$ cat src/rtl/irom_spill_merge_pkg.sv
// Shared fetch-stage types: the spill FSM state and the halfword width.
package cvw;
  localparam int HALFWORD = 16;
  typedef enum logic {SPILL_READY = 1'b0, SPILL_SPILL = 1'b1} spillstate_t;
endpackage

$ cat src/rtl/irom_spill_merge_flop.sv
// Async active-high reset flops used by the fetch spill logic.
module flopr #(
  parameter int WIDTH = 8
) (
  input  logic             clk,
  input  logic             reset,
  input  logic [WIDTH-1:0] d,
  output logic [WIDTH-1:0] q
);
  always_ff @(posedge clk or posedge reset)
    if (reset) q <= '0;
    else       q <= d;
endmodule

module flopenr #(
  parameter int WIDTH = 8
) (
  input  logic             clk,
  input  logic             reset,
  input  logic             en,
  input  logic [WIDTH-1:0] d,
  output logic [WIDTH-1:0] q
);
  always_ff @(posedge clk or posedge reset)
    if (reset)   q <= '0;
    else if (en) q <= d;
endmodule

$ cat src/rtl/irom_spill_merge.sv
// Merges a 32-bit instruction straddling two ROM words (PCF[1]=1) by issuing a
// second read at PCF+2 and stalling fetch for one cycle.
module irom_spill_merge
  import cvw::*;
#(
  parameter int XLEN       = 64,
  parameter bit COMPRESSED = 1'b1
) (
  input  logic            clk,
  input  logic            reset,
  input  logic            StallF,
  input  logic            FlushF,
  input  logic [XLEN-1:0] PCNextF,
  input  logic [XLEN-1:0] PCF,
  input  logic [31:0]     IROMInstrF,
  output logic [XLEN-1:0] PCSpillNextF,
  output logic [31:0]     InstrRawF,
  output logic            InstrValidF,
  output logic            SpillF
);
  spillstate_t         state_q, state_d;
  logic [0:0]          state_bits_q, state_bits_d;
  logic [HALFWORD-1:0] first_half_q, first_half_d;
  logic [XLEN-1:0]     pc_plus2;
  logic                detect, take_spill;

  assign detect     = COMPRESSED & PCF[1] & (IROMInstrF[1:0] == 2'b11);
  assign take_spill = (state_q == SPILL_READY) & detect & ~StallF & ~FlushF;
  assign pc_plus2   = PCF + XLEN'(2);

  // State register
  assign state_bits_d = state_d;
  assign state_q      = spillstate_t'(state_bits_q);

  flopr #(.WIDTH(1)) u_state (
    .clk   (clk),
    .reset (reset),
    .d     (state_bits_d),
    .q     (state_bits_q)
  );

  assign first_half_d = IROMInstrF[HALFWORD-1:0];

  flopenr #(.WIDTH(HALFWORD)) u_first_half (
    .clk   (clk),
    .reset (reset),
    .en    (take_spill),
    .d     (first_half_d),
    .q     (first_half_q)
  );

  // Next state: flush beats stall; a stalled SPILL keeps the captured half.
  always_comb begin
    state_d = state_q;
    case (state_q)
      SPILL_READY: if (take_spill) state_d = SPILL_SPILL;
      SPILL_SPILL: if (FlushF | ~StallF) state_d = SPILL_READY;
      default:     state_d = SPILL_READY;
    endcase
  end

  // Outputs
  always_comb begin
    PCSpillNextF = PCNextF;
    InstrRawF    = IROMInstrF;
    InstrValidF  = 1'b0;
    SpillF       = 1'b0;
    if (!reset) begin
      case (state_q)
        SPILL_READY: begin
          if (FlushF) begin
            InstrValidF = 1'b0;
          end else if (detect) begin
            // Stalled ROM holds its data, so keep re-presenting PCF until released.
            SpillF       = 1'b1;
            PCSpillNextF = StallF ? PCF : pc_plus2;
          end else begin
            InstrValidF = 1'b1;
          end
        end
        SPILL_SPILL: begin
          InstrRawF   = {IROMInstrF[HALFWORD-1:0], first_half_q};
          InstrValidF = ~FlushF;
        end
        default: ;
      endcase
    end
  end
endmodule

$ cat config.mk
export PLATFORM = sky130hd
export DESIGN_NAME = irom_spill_merge
export DESIGN_NICKNAME = d
export VERILOG_FILES = /design/src/rtl/irom_spill_merge_pkg.sv /design/src/rtl/irom_spill_merge_flop.sv /design/src/rtl/irom_spill_merge.sv
export SDC_FILE = /design/constraint.sdc
export NUM_CORES = 1
export LEC_CHECK = 0
export CAP_MARGIN = 25
export CORE_AREA = 2 2 101 103
export DETAILED_ROUTE_END_ITERATION = 7
export DIE_AREA = 0 0 103 105
export HOLD_SLACK_MARGIN = 0.06
export MAX_ROUTING_LAYER = met4
export PLACE_DENSITY_LB_ADDON = 0.3
export SLEW_MARGIN = 20
export SYNTH_ARGS = -nofsm -noshare
export SYNTH_HDL_FRONTEND = slang
export SYNTH_SLANG_ARGS = --single-unit
$ cat constraint.sdc
create_clock -name clk -period 7.35 [get_ports clk]
set_input_delay 1.47 -clock clk [delete_from_list [all_inputs] [get_ports clk]]
set_output_delay 1.47 -clock clk [all_outputs]
set_load 0.005 [all_outputs]
==> flow_summary.json <==
{
  "outcome": "finished, final reports clean",
  "synth-edff-count": 0,
  "timing.final.crit_share_pct": 85.4,
  "antenna_found_initial": 0,
  "end_kind": "output pin",
  "rsz0062_at_grt": "false",
  "fmax_mhz": 159,
  "stdcell_area_um2": 6170,
  "clock-sinks": 17,
  "total_power_mw": 0.460,
  "cts_made_buffers": 3,
  "core_area_um2": 9640,
  "placed_area_um2": 6130,
  "cp-start-kind": "primary input",
  "hold_viol_final": 0,
  "rows": 36,
  "synth_ff_type": "dfrtp_1",
  "drc": 0,
  "ctsRootBufferMaster": "clkbuf_8",
  "syn_to_final_growth_pct": 81.7,
  "io_pins": 262,
  "synthArstFlopShare_pct": 100,
  "required_ns": 5.88,
  "antenna_cells": 0,
  "drive_gt1_share_pct": 10.1,
  "synth_top_area_cell": "mux2_2",
  "min_period_ns": 6.28,
  "grt_pass1_vias": 4363,
  "viasPerCell": 5.41,
  "drt_iter0_drc": 251,
  "slew_headroom_pct": 47.4,
  "vias": 4617,
  "htreeDepth": 1,
  "worst_pin_slew_ns": 0.782,
  "initial_core_util_pct": 35.3,
  "synthTopCellsByCount": "nand2_1 (84), mux2_2 (51), o21ai_0 (39), nand4_1 (31)",
  "ctsResizeCount": 0,
  "yosysUniqueCellTypes": 47,
  "synth_most_common_cell": "nand2_1",
  "die_x_um": 103,
  "fin_nets": 887,
  "tritoncts": "built",
  "place_congestion": 0.842,
  "pwr_density_cell_nw_per_um2": 74.5,
  "detailedRoute.firstPassIterationCount": 5,
  "cp-startpoint": "StallF",
  "io_buffers": 261,
  "r2r-start": "u_state.q",
  "multiInputGateArea_um2": 2820,
  "postLayoutSetupSlackWorst_ns": 1.07,
  "fin_tns_setup_ns": 0,
  "fin_hold_ws_ns": 0.474,
  "hold_class": "reg -> reg",
  "grt_max_degree": 57,
  "yosys_warnings": 0,
  "drv_slew": 0,
  "r2r_cells": 3,
  "ant_nets": 0,
  "r2r_slack_ns": 5.49,
  "nFillCells": 907,
  "die-area_um2": 10800,
  "grt-ovfl-total": 0,
  "final_util_pct": 64.0,
  "yosysSeqAreaShare_pct": 12.5,
  "synthCells": 480,
  "setup_viol": 0,
  "grt_pass1_wl_mm": 21.1,
  "grtUsageTotal_pct": 24.6,
  "leakage_nw": 2.34,
  "finClkSkew_ns": 0.000967,
  "regArea_um2": 425,
  "ys_ff_latch": 17,
  "mappedNetlistNets": 645,
  "final_cells": 854,
  "fp.dieH_um": 105,
  "clk_path_buf_depth": 2,
  "cp.arrival_ns": 4.81,
  "hold_buffers": 0,
  "clk_pin_slew_ns": 0.06,
  "r2r-end": "u_first_half.q[9]",
  "yosysTopAreaCellShare_pct": 16.9,
  "timing.max_cap.violations": 0,
  "avgSynthCellArea_um2": 7.08,
  "dp.final_hpwl_mm": 11.4,
  "cp_max_fo": 9,
  "clkLatencyLatePin_ns": 0.24,
  "postCtsSetupBuffers": 0,
  "finalWirelength_mm": 14.0,
  "pre_cts_slack_ns": 1.08,
  "post_drt_wl_per_cell_um": 16.3,
  "crit_type": "in -> out",
  "dpl.cell_count": 850,
  "critPathCapture": "PCSpillNextF[60]",
  "syn_area_um2": 3400,
  "synth.area.top_cells": "mux2_2 (17%), dfrtp_1 (13%), nand2_1 (9.3%)",
  "ir_drop_v": 0.0000941
}
[cell usage in the layout, fill, tap and decap left out, drive strengths merged, types with 2 or more instances in the layout]
| cell type | Yosys | layout |
|---|---|---|
| clkdlybuf4s50 | 0 | 261 |
| nand2 | 84 | 84 |
| mux2 | 51 | 51 |
| o21ai | 39 | 39 |
| nand4 | 32 | 32 |
| xor2 | 22 | 22 |
| nand3 | 22 | 22 |
| nor2 | 20 | 20 |
| nor4 | 19 | 19 |
| dfrtp | 17 | 17 |
| and3 | 15 | 15 |
| xnor2 | 13 | 13 |
| a31oi | 12 | 12 |
| and4 | 11 | 11 |
| or4 | 11 | 11 |
| inv | 10 | 10 |
| and2 | 9 | 9 |
| nor3 | 8 | 8 |
| mux2i | 8 | 8 |
| a21oi | 7 | 7 |
| buf | 8 | 6 |
| or3 | 5 | 5 |
| o31ai | 5 | 5 |
| nand2b | 4 | 4 |
| clkbuf | 22 | 4 |
| nand3b | 3 | 3 |
| a22oi | 3 | 3 |
| a31o | 3 | 3 |
| or4b | 2 | 2 |
| o31a | 2 | 2 |
| nor4b | 2 | 2 |
[critical path, stage by stage]
cell and delay (ns):
clkdlybuf4s50_1 0.54, and4b_1 0.51, nor4b_4 0.54, nand4_1 0.45
or4_1 0.59, a31oi_1 0.18, clkdlybuf4s50_1 0.53
[power by group]
part / internal [mW] / leakage (nW) / total, mW / switching (mW)
registers: 0.114 / 0.206 / 0.124 / 0.00999
logic: 0.175 / 2.11 / 0.267 / 0.0923
clock network: 0.0384 / 0.0228 / 0.0689 / 0.0305
[metal layers]
| metal | vias to the layer above | track usage [%] | share of wire [%] |
|---|---|---|---|
| li1 | 2284 | - | - |
| met1 | 2104 | 28.7 | 39 |
| met2 | 211 | 44.0 | 51 |
| met3 | 18 | 3.61 | 8.1 |
| met4 | 0 | 5.45 | 1.7 |
| met5 | - | - | 0 |
[worst min-delay path by stage]
stage | depth (start not counted) | to | start
finish | 1 | u_first_half.q[0] | u_first_half.q[0]
CTS | 1 | u_first_half.q[0] | u_first_half.q[0]
detailed placement | 1 | u_first_half.q[0] | u_first_half.q[0]
floorplan | 1 | u_first_half.q[0] | u_first_half.q[0]
global route | 1 | u_first_half.q[0] | u_first_half.q[0]
global placement | 1 | u_first_half.q[0] | u_first_half.q[0]
[final cells by class]
cell class	instances	area share, %
Clock buffer	4	0.730
Inverter	11	0.669
Multi-Input combinational cell	422	45.6
Sequential cell	17	6.89
Tap cell	133	2.70
Timing Repair Buffer	267	43.4
[sequential cells by signal, summed over array words and instances (netlist names)]
register	count
u_first_half.q	16
u_state.q	1
[logic make-up after synthesis]
family	count (synthesis)	share of synthesized area [%]
AND/OR/NAND/NOR	251	40.9
flip-flops	17	12.5
multiplexers	59	19.3
XOR/XNOR	35	9.02
buffers and inverters	41	4.60
AO/OA/AOI/OAI	76	13.3
adder cells (fa/ha/maj)	1	0.368
Power figures use the tool's default switching activity.
